### config.mk
export PLATFORM = sky130hd
export DESIGN_NAME = cam_capture_stream
export DESIGN_NICKNAME = d
export VERILOG_FILES = /design/src/rtl/cam_capture_stream.sv
export SDC_FILE = /design/constraint.sdc
export NUM_CORES = 1
export LEC_CHECK = 0
export ABC_AREA = 1
export BUFFER_PORTS_ARGS = -buffer_cell sky130_fd_sc_hd__buf_2
export CORE_ASPECT_RATIO = 0.9
export CORE_MARGIN = 2
export CORE_UTILIZATION = 30
export DETAILED_ROUTE_END_ITERATION = 10
export GPL_TIMING_DRIVEN = 1
export HOLD_SLACK_MARGIN = 0.12
export PLACE_DENSITY_LB_ADDON = 0.25
export SYNTH_ARGS = -nofsm -noshare
export SYNTH_HDL_FRONTEND = slang
export SYNTH_SLANG_ARGS = --single-unit
### constraint.sdc
create_clock -name pclk -period 2.8 [get_ports pclk]
set_clock_uncertainty 0.15 [all_clocks]
set_input_delay 0.28 -clock pclk [delete_from_list [all_inputs] [get_ports pclk]]
set_output_delay 0.28 -clock pclk [all_outputs]
set_load 0.05 [all_outputs]
### src/rtl/cam_capture_stream.sv
// DVP camera capture front end: byte-to-pixel assembly, line-based frame-buffer
// addressing, frame geometry checking and frame counting. Macro CAP_DECIMATE_EN adds 2x2 decimation.
module cam_capture_stream #(
  parameter int H_ACTIVE   = 640,
  parameter int V_ACTIVE   = 480,
  parameter int BPP        = 2,
  parameter int ADDR_W     = 19,
  parameter int SWAP_BYTES = 0
) (
  input  logic              pclk,
  input  logic              rst_n,
  input  logic              vsync,
  input  logic              href,
  input  logic [7:0]        d,
  input  logic              cap_en,
`ifdef CAP_DECIMATE_EN
  input  logic              decim,
`endif
  output logic [ADDR_W-1:0] addr,
  output logic [15:0]       dout,
  output logic              we,
  output logic              end_of_frame,
  output logic              frame_err,
  output logic [7:0]        frame_count
);

  localparam int XW  = $clog2(H_ACTIVE + 2);
  localparam int YW  = $clog2(V_ACTIVE + 2);
  localparam int LBW = ADDR_W + 1;
  localparam logic [XW-1:0] X_FULL = XW'(H_ACTIVE);
  localparam logic [XW-1:0] X_SAT  = XW'(H_ACTIVE + 1);
  localparam logic [YW-1:0] Y_FULL = YW'(V_ACTIVE);
  localparam logic [YW-1:0] Y_SAT  = YW'(V_ACTIVE + 1);

  typedef enum logic {IDLE, FRAME} state_e;

  state_e            state_q, state_d;
  logic              vs_r1_q, vs_r2_q, href_r1_q, href_r2_q;
  logic [7:0]        d_r_q, first_q, first_d;
  logic              phase_q, phase_d, err_q, err_d;
  logic [XW-1:0]     x_q, x_d;
  logic [YW-1:0]     y_q, y_d;
  logic [LBW-1:0]    lb_q, lb_d;
  logic [ADDR_W-1:0] addr_q, addr_d;
  logic [15:0]       dout_q, dout_d;
  logic              we_q, we_d, eof_q, eof_d, ferr_q, ferr_d;
  logic [7:0]        fcnt_q, fcnt_d;
  logic              vs_rise, href_rise, href_fall;
  logic              cur_phase, pix_done, wr_ok;
  logic [15:0]       pixel;
  logic [ADDR_W-1:0] pix_addr;
`ifdef CAP_DECIMATE_EN
  logic              decim_q, decim_d;
`endif

  assign vs_rise   = vs_r1_q & ~vs_r2_q;
  assign href_rise = href_r1_q & ~href_r2_q;
  assign href_fall = ~href_r1_q & href_r2_q;

  // Capture enable only takes effect at a frame boundary.
  always_comb begin
    state_d = state_q;
    if (vs_rise) state_d = cap_en ? FRAME : IDLE;
  end

`ifdef CAP_DECIMATE_EN
  assign wr_ok    = ~decim_q | (~x_q[0] & ~y_q[0]);
  assign pix_addr = decim_q ? ADDR_W'((int'(y_q) >> 1) * (H_ACTIVE / 2) + (int'(x_q) >> 1))
                            : ADDR_W'(lb_q + LBW'(x_q));
`else
  assign wr_ok    = 1'b1;
  assign pix_addr = ADDR_W'(lb_q + LBW'(x_q));
`endif

  // NOTE: every variable gets a default before any branch, so no path infers a latch.
  always_comb begin
    x_d = x_q; y_d = y_q; lb_d = lb_q; phase_d = phase_q; first_d = first_q; err_d = err_q;
    addr_d = addr_q; dout_d = dout_q; fcnt_d = fcnt_q;
    we_d = 1'b0; eof_d = 1'b0; ferr_d = 1'b0;
    cur_phase = 1'b0; pix_done = 1'b0; pixel = 16'h0000;
`ifdef CAP_DECIMATE_EN
    decim_d = decim_q;
`endif
    if (vs_rise) begin
      // Frame close wins over any line end landing on the same cycle.
      if (state_q == FRAME) begin
        eof_d  = 1'b1;
        ferr_d = err_q | (y_q != Y_FULL);
        fcnt_d = fcnt_q + 8'd1;
      end
      x_d = '0; y_d = '0; lb_d = '0; phase_d = 1'b0; addr_d = '0; err_d = 1'b0;
`ifdef CAP_DECIMATE_EN
      decim_d = decim;
`endif
    end else if (state_q == FRAME) begin
      if (href_r1_q) begin
        cur_phase = href_rise ? 1'b0 : phase_q;
        phase_d   = ~cur_phase;
        if (BPP == 1) begin
          pix_done = 1'b1;
          pixel    = {8'h00, d_r_q};
        end else if (!cur_phase) begin
          first_d = d_r_q;
        end else begin
          pix_done = 1'b1;
          pixel    = (SWAP_BYTES != 0) ? {d_r_q, first_q} : {first_q, d_r_q};
        end
        if (pix_done) begin
          if (x_q < X_FULL && y_q < Y_FULL && wr_ok) begin
            we_d   = 1'b1;
            addr_d = pix_addr;
            dout_d = pixel;
          end
          if (x_q != X_SAT) x_d = x_q + 1'b1;
        end
      end else if (href_fall) begin
        if (x_q != '0) begin
          if (x_q != X_FULL) err_d = 1'b1;
          if (y_q != Y_SAT) y_d = y_q + 1'b1;
          // Past the last line the base is never used, so stop it short of overflowing.
          if (y_q < Y_FULL) lb_d = lb_q + LBW'(H_ACTIVE);
          x_d = '0;
        end
        if (BPP == 2 && phase_q) err_d = 1'b1;
      end
    end
  end

  // NOTE: non-blocking assignments so every register samples pre-edge values.
  always_ff @(posedge pclk) begin
    if (!rst_n) begin
      // NOTE: the input sync stages are cleared too, so a reset cannot leave a stale edge behind.
      state_q <= IDLE;
      vs_r1_q <= 1'b0; vs_r2_q <= 1'b0; href_r1_q <= 1'b0; href_r2_q <= 1'b0; d_r_q <= 8'h00;
      x_q <= '0; y_q <= '0; lb_q <= '0; phase_q <= 1'b0; first_q <= 8'h00; err_q <= 1'b0;
      addr_q <= '0; dout_q <= 16'h0000; we_q <= 1'b0; eof_q <= 1'b0; ferr_q <= 1'b0;
      fcnt_q <= 8'h00;
`ifdef CAP_DECIMATE_EN
      decim_q <= 1'b0;
`endif
    end else begin
      state_q <= state_d;
      vs_r1_q <= vsync; vs_r2_q <= vs_r1_q; href_r1_q <= href; href_r2_q <= href_r1_q; d_r_q <= d;
      x_q <= x_d; y_q <= y_d; lb_q <= lb_d; phase_q <= phase_d; first_q <= first_d; err_q <= err_d;
      addr_q <= addr_d; dout_q <= dout_d; we_q <= we_d; eof_q <= eof_d; ferr_q <= ferr_d;
      fcnt_q <= fcnt_d;
`ifdef CAP_DECIMATE_EN
      decim_q <= decim_d;
`endif
    end
  end

  assign addr         = addr_q;
  assign dout         = dout_q;
  assign we           = we_q;
  assign end_of_frame = eof_q;
  assign frame_err    = ferr_q;
  assign frame_count  = fcnt_q;

endmodule

Word-level counts from Yosys, hierarchy flattened
Cells that the tools add are included.
{"block": "classes", "shifts": 0, "n_mux": 17, "multipliers": 0, "n_reduce_logical": 19, "addsub": 5, "order_cmp": 2, "bitwise_logic": 12, "eq_ne": 6, "div_mod_pow": 0}
{"operator": "$mux W10", "n": 5}
{"operator": "$reduce_and A5 Y1", "n": 5}
{"operator": "$add A20 B10 Y20 const B", "n": 1}
{"operator": "$ne A10 B10 Y1 const B", "n": 2}
{"operator": "$add A19 B10 Y19", "n": 1}
{"operator": "$ne A9 B9 Y1 const B", "n": 2}
{"operator": "$mux W16", "n": 1}
{"operator": "$mux W1", "n": 11}
{"operator": "$add A10 B1 Y10 const B", "n": 1}
{"operator": "$lt A10 B10 Y1 const B", "n": 1}
{"operator": "$reduce_bool A10 Y1", "n": 1}
{"operator": "$add A9 B1 Y9 const B", "n": 1}
{"operator": "$lt A9 B9 Y1 const B", "n": 1}
{"operator": "$add A8 B1 Y8 const B", "n": 1}
{"operator": "$not A1 Y1", "n": 8}
{"operator": "$reduce_and A4 Y1", "n": 2}
{"operator": "$reduce_bool A2 Y1", "n": 4}
{"operator": "$reduce_and A2 Y1", "n": 3}
{"operator": "$reduce_or A5 Y1", "n": 1}
{"operator": "$ne A2 B1 Y1 const B", "n": 2}
{"operator": "$and A1 B1 Y1", "n": 3}
{"operator": "$reduce_and A3 Y1", "n": 1}
{"operator": "$reduce_or A2 Y1", "n": 1}
{"operator": "$logic_and A1 B1 Y1", "n": 1}
{"operator": "$or A1 B1 Y1", "n": 1}
{"block": "totals", "mem_bits_ro": 0, "output_inout_bits": 46, "latch_bits": 0, "ramBits": 0, "n_memories": 0, "reg_bits": 108, "input_bits": 13}

Logic depth before layout (Yosys ltp)
Gate-level depths: netlist (run 1).
{"block": "logic_depth", "word_depth": 9, "ltp_mapped": 11, "mapped_depth_nobuf": 11}

Worst setup path before layout (run 1)
OpenSTA, ideal clock, no wires.
{"block": "synth_path", "path_type": "flip-flop to flip-flop", "start": "reg fcnt_q[0], in the netlist frame_count[0]", "end": "reg fcnt_q[6], in the netlist frame_count[6]", "required_ns": 2.585, "path_slack_ns": 1.004, "synth_period_minus_slack_ns": 1.796, "arrival_ns": 1.581, "stages_incl_launch_ff": 7, "path_buffers": 0, "cell_sequence": "dfxtp_1 -> ha_1 -> inv_1 -> nor3_1 -> nand3_1 -> xor2_1 -> nor2_1"}
{"block": "synth_via", "elab_chain_cells": 1}
{"item": "start, declared", "line": "47", "source": "logic [7:0] fcnt_q, fcnt_d;"}
{"item": "start signal, assigned", "line": "146", "source": "fcnt_q <= fcnt_d;"}
{"item": "$add A8 B1 Y8", "line": "89", "source": "fcnt_d = fcnt_q + 8'd1;"}
No other way between the ends.
A chain may end at the register's enable or synchronous reset.

Worst setup path in the final report (run 1)
{"block": "layout_path", "start": "reg x_q[7]", "end": "reg addr_q[17], in the netlist addr[17]"}
{"block": "layout_via", "elab_chain_cells": 3}
{"item": "start, declared", "line": "41", "source": "logic [XW-1:0] x_q, x_d;"}
{"item": "start signal, assigned", "line": "135", "source": "x_q <= '0; y_q <= '0; lb_q <= '0; phase_q <= 1'b0; first_q <= 8'h00; err_q <= 1'b0;"}
{"item": "start signal, assigned", "line": "144", "source": "x_q <= x_d; y_q <= y_d; lb_q <= lb_d; phase_q <= phase_d; first_q <= first_d; err_q <= err_d;"}
{"item": "$lt A10 B10 Y1", "line": "109", "source": "if (x_q < X_FULL && y_q < Y_FULL && wr_ok) begin"}
{"item": "$logic_and A1 B1 Y1", "line": "109"}
{"item": "$reduce_and A4 Y1 (no line)"}
{"item": "end signal, assigned", "line": "145", "source": "addr_q <= addr_d; dout_q <= dout_d; we_q <= we_d; eof_q <= eof_d; ferr_q <= ferr_d;"}
{"item": "end, declared", "line": "44", "source": "logic [ADDR_W-1:0] addr_q, addr_d;"}
Parallel ways exist; a longest one is shown, timed or not.

==> flow_summary.yaml, run 1 <==
status:
  status: "complete, no violations"
clocking:
  max-clock-path-buffers: 2
  hold_buffers: 11
  post-cts-setup-buffers: 0
  cts_resized: 0
  h-tree-depth: 3
  root_buffer: "clkbuf_16"
  clk_pin_slew_ns: 0.07
  insertion_delay_ns: 0.35
  numCtsBuffers: 9
  cts_tree: "yes"
  clock-sinks: 100
power_and_ir_drop:
  p_leak_nw: 2.50
  power_mw: 2.81
  cellPowerDensity_nw_per_um2: 506
  ir_drop_uv: 299
logic_synthesis:
  synth_edf_count: 0
  syn_area_per_cell_um2: 7.18
  synthesis.nets: 677
  async_flop_share_pct: 0
  synth-seq-area-share_pct: 42.8
  syn_inst: 652
  synthTopCellsByArea: "dfxtp_1 (43%), nand2_1 (10%), nor2_1 (8.8%)"
  synth.most_common_cell: "nand2_1"
  syn-cell-area_um2: 4680
  ys.flop_type: "dfxtp_1"
  synth_top_area_share_pct: 42.8
  synth_top_area_cell: "dfxtp_1"
  synth-seq-cells: 100
  yosysUniqueCellTypes: 39
  synth_warnings: 0
  synthTopCellsByCount: "nand2_1 (130), nor2_1 (110), dfxtp_1 (100), inv_1 (69)"
routing:
  viasPerCell: 4.47
  drc: 0
  dr_total_vias: 4132
  initialDrtViolationCount: 283
  firstDrtPassIters: 6
  totalWireLength_um: 10700
  final_antenna_net_count: 0
  wl_per_cell_um: 11.6
setup_path:
  crit_type: "reg -> reg"
  rrSetupSlack_ns: 0.83
  rr_worst_depth: 9
  cp-start-kind: "flip-flop"
  worstPathMaxFanout: 7
  end_kind: "flip-flop"
  required_ns: 2.88
  worstReg2RegEnd: "addr[17]"
  worstPathArrival_ns: 2.06
  r2r-start: "x_q[7]"
finish:
  drive_gt1_share_pct: 14.5
  layout.nets: 743
  finish.utilization_pct: 36.3
  stdcell_count: 925
  area.growth.synth_to_final_pct: 18.7
  n_antenna_cell: 0
  stdcell_area_um2: 5560
placed_design:
  port_buffers: 58
  place_hpwl_um: 7450
  dpl.cell_count: 898
  place_congestion: 0.821
  placed_cell_area_um2: 5150
die:
  die_x_um: 136
  start_util_pct: 30.5
  dieArea_um2: 16600
  pin_count: 59
  coreArea_um2: 15300
  rows: 43
  die_h_um: 123
global_routing:
  antenna_found_initial: 0
  grt_pass1_wl_um: 18200
  top_usage_layer: "met2"
  globalRouteOverflowTotal: 0
  grt_util_met3_pct: 3.18
  first_global_vias: 3735
  grt_max_degree: 41
  grtUsageMet1_pct: 19.1
  use_met2_pct: 21.0
  grt_usage_pct: 13.8
timing:
  relSlewSlack_pct: 72.8
  worst_slew_pin_slew_ns: 0.408
  post-route-period-util_pct: 70.4
  drv_slew: 0
  rsz0062_at_grt: "false"
  setup-tns-final_ns: 0
  fmax_mhz: 507
  setup_viol_count_final: 0
  layout_min_cycle_time_ns: 1.97
  finalHoldViolCount: 0
worst_hold_path:
  worstHoldPathCells: 3
  hold_end: "frame_count[0]"
  hold_start: "rst_n"
  hp-class: "in -> reg"
job:
  cap_violations: 0
-- worst max-delay path, cell delays in order (launching register included) --
cell     delay, ns
dfxtp_1       0.47
ha_1          0.24
fa_1          0.21
nand2_1       0.06
nand2_1       0.05
nand2_1       0.07
nor2_1        0.25
nand2_1       0.11
o21ai_0       0.16
a31oi_1       0.09
-- metrics by stage --
step | hold WS, ns | setup slack, ns
floorplan | 0.228 | 1.00
global placement | 0.272 | 0.878
detailed placement | 0.274 | 0.858
CTS | 0.151 | 0.842
global route | 0.182 | 0.593
finish | 0.153 | 0.828
-- how the worst max path moves through the flow --
stage | from | end | slack, ns | depth (start not counted)
3_3_place_gp | x_q[7] | addr[17] | 0.88 | 9
6_report | x_q[7] | addr[17] | 0.83 | 9
3_5_place_dp | x_q[0] | lb_q[8] | 0.86 | 8
2_1_floorplan | frame_count[0] | frame_count[6] | 1.00 | 6
4_1_cts | x_q[7] | addr[17] | 0.84 | 9
5_1_grt | x_q[7] | addr[17] | 0.59 | 9
-- cell type report --
cell class	instances	area, um^2
Fill cell	1674	9770
Clock inverter	6	58.8
Clock buffer	10	239
Timing Repair Buffer	74	438
Sequential cell	100	2000
Tap cell	202	253
Inverter	75	284
Multi-Input combinational cell	458	2280
-- power by group --
group          switching (mW)  internal (mW)
registers              0.0116           1.44
clock network           0.590          0.653
logic                  0.0777         0.0417
total                   0.680           2.13
-- layer usage --
layer	share of wire (%)	wire length (um)
met2	45	4770
met4	1.2	126
met1	51	5500
met5	0	0
met3	2.8	301
-- registers in the layout, summed over array words and instances (netlist names), 8 cells and up --
signal,flops
addr,19
dout,16
lb_q,12
x_q,10
y_q,9
d_r_q,8
first_q,8
frame_count,8
-- kinds of logic (layout without fill, tap and decap cells) --
logic type	count (synthesis)	count (layout)	synth area share (%)
xor gates and xnor gates	19	19	3.55
DFF	100	100	42.8
adders and majority gates	12	12	3.37
buffers and inverters	94	165	8.44
and+or+nand+nor	323	323	30.3
AOI/OAI and AO/OA	104	104	11.5
-- cells in the final DEF, fill, tap and decap left out, types with 2 or more instances in the layout --
master,count
o21ai_1,5
buf_4,5
nor3_2,2
inv_8,3
xnor2_1,6
o21a_1,2
dfxtp_1,100
clkbuf_16,9
and3_1,2
dlygate4sd3_1,11
nand2_2,4
nor2_1,110
inv_1,69
nand3_2,3
buf_2,58
nand2_4,4
nand4_1,12
nor3_1,3
nand3_1,47
a21oi_1,43
ha_1,11
xor2_1,13
nand2_1,130
o21ai_0,47
inv_2,5
nor2_2,2
inv_6,2
a31oi_1,2
No activity file was read; power rests on OpenSTA's default activity.
==> inputs of run 2 (changes only) <==
Clock period 2.8 ns to 1.9 ns, I/O delays scaled along.
==> flow_summary.yaml, run 2 (synthesized netlist as in run 1, its figures left out) <==
routing:
  drc: 0
  initialDrtViolationCount: 323
  final_antenna_net_count: 0
  viasPerCell: 4.51
  firstDrtPassIters: 4
  dr_total_vias: 4255
  wl_per_cell_um: 11.6
  totalWireLength_um: 10900
clocking:
  h-tree-depth: 3
  cts_tree: "yes"
  clk_pin_slew_ns: 0.07
  numCtsBuffers: 9
  clock-sinks: 100
  max-clock-path-buffers: 2
  insertion_delay_ns: 0.36
  root_buffer: "clkbuf_16"
  post-cts-setup-buffers: 0
timing:
  drv_slew: 0
  post-route-period-util_pct: 92.3
  rsz0062_at_grt: "false"
  layout_min_cycle_time_ns: 1.75
  worst_slew_pin_slew_ns: 0.385
  fmax_mhz: 570
  finalHoldViolCount: 0
  setup-tns-final_ns: 0
  setup_viol_count_final: 0
  relSlewSlack_pct: 74.1
power_and_ir_drop:
  p_leak_nw: 2.61
  clock_power_share_pct: 45.1
  power_mw: 4.23
  internal_power_mw: 3.23
  combinationalPowerShare_pct: 4.5
  switchingPower_mw: 0.996
  cellPowerDensity_nw_per_um2: 736
  seqPwrFrac_pct: 50.4
  swShare_pct: 23.5
  ir_drop_uv: 447
global_routing:
  first_global_vias: 3803
  antenna_found_initial: 0
  globalRouteOverflowTotal: 0
  grt_max_degree: 41
  grt_pass1_wl_um: 18600
  grt_usage_pct: 14.3
setup_path:
  worstPathCellList: "ha_1 > fa_1 > nand2_1 > nand2_1 > nand2_1 > nor2_2 > nand2_1 > o21ai_0 > a31oi_1"
  rr_worst_depth: 9
  cp-start-kind: "flip-flop"
  cp_common_cell: "nand2_1"
  crit_type: "reg -> reg"
  worstPathArrival_ns: 1.89
  cp_slowest_stage_delay_ns: 0.40
  end_kind: "flip-flop"
  cp_slowest_cell: "fa_1"
  worstPathMaxFanout: 4
  required_ns: 2.03
finish:
  area.growth.synth_to_final_pct: 22.7
  drive_gt1_share_pct: 17.5
  final_common_cell: "nand2_1"
  layout.nets: 763
  largest_reg_flops: 19
  n_antenna_cell: 0
  final_cell_mix: "nand2_1 (130), nor2_1 (109), dfxtp_1 (97)"
  stdcell_area_um2: 5750
job:
  cap_violations: 0
placed_design:
  port_buffers: 58
  place_hpwl_um: 7970
  place_congestion: 0.836
  placed_cell_area_um2: 5310
worst_hold_path:
  hp-class: "reg -> reg"
  worstHoldPathCells: 2
die:
  rows: 43
  die_h_um: 123
  coreArea_um2: 15300
  die_x_um: 136
  pin_count: 59
  start_util_pct: 30.5
  dieArea_um2: 16600
status:
  status: "complete, no violations"
[run 2: layout make-up]
class,count,area (um^2)
clock inverters,6,78.8
clock buffers,9,225
multi-input cells,458,2290
repair buffers,94,603
fillers,1634,9590
well taps,202,253
inverters,75,287
flip-flops and latches,100,2010
[run 2: power groups by stage]
| stage | sequential (mW) | combinational, mW | clock [mW] |
|---|---|---|---|
| final | 2.13 | 0.189 | 1.91 |
| after global routing | 2.14 | 0.215 | 2.09 |
| after CTS | 2.13 | 0.190 | 1.97 |
| after detailed placement | 2.18 | 0.170 | 0 |
| after global placement | 2.18 | 0.171 | 0 |
| after floorplan | 2.18 | 0.107 | 0 |
[run 2: through the flow]
stage / worst slack [ns] / util [%] / cells / hold WS (ns)
finish: 0.145 / 37.5 / 944 / 0.289
global route: 0.00923 / 37.5 / 944 / 0.317
CTS: 0.0591 / 37.4 / 944 / 0.292
detailed placement: 0.0758 / 34.6 / 917 / 0.225
global placement: 0.100 / 34.6 / 917 / 0.222
floorplan: 0.104 / - / 652 / 0.138
[run 2: path summary, 6_finish.rpt]
path | start | endpoint | slack [ns]
setup / recovery | x_q[7] | addr[17] | 0.15
hold / removal | vs_r1_q | vs_r2_q | 0.29
setup reg to reg | x_q[7] | addr[17] | 0.15
hold reg to reg | vs_r1_q | vs_r2_q | 0.29
[run 2: per-layer routing]
| layer | global-route usage [%] | share of wire (%) | routed length [um] | vias up |
|---|---|---|---|---|
| met3 | 4.46 | 4.4 | 478 | 9 |
| li1 | - | - | - | 2270 |
| met5 | 0 | 0 | 0 | - |
| met4 | 5.01 | 1.1 | 125 | 0 |
| met1 | 20.0 | 50 | 5450 | 1912 |
| met2 | 20.7 | 45 | 4890 | 64 |
[run 2: repair_timing]
action                                  CTS  global route
endpoints found under the setup margin    0            19
endpoints found under the hold margin    16             0
hold buffers                             12             0
resized for setup                         0             9
[run 2: worst max-delay path: cells and delay by family, from the launching register on]
family,cells,cell delay (ns)
AOI/OAI and AO/OA,2,0.21
adders and majority gates,2,0.62
and+or+nand+nor,5,0.37
DFF,1,0.33
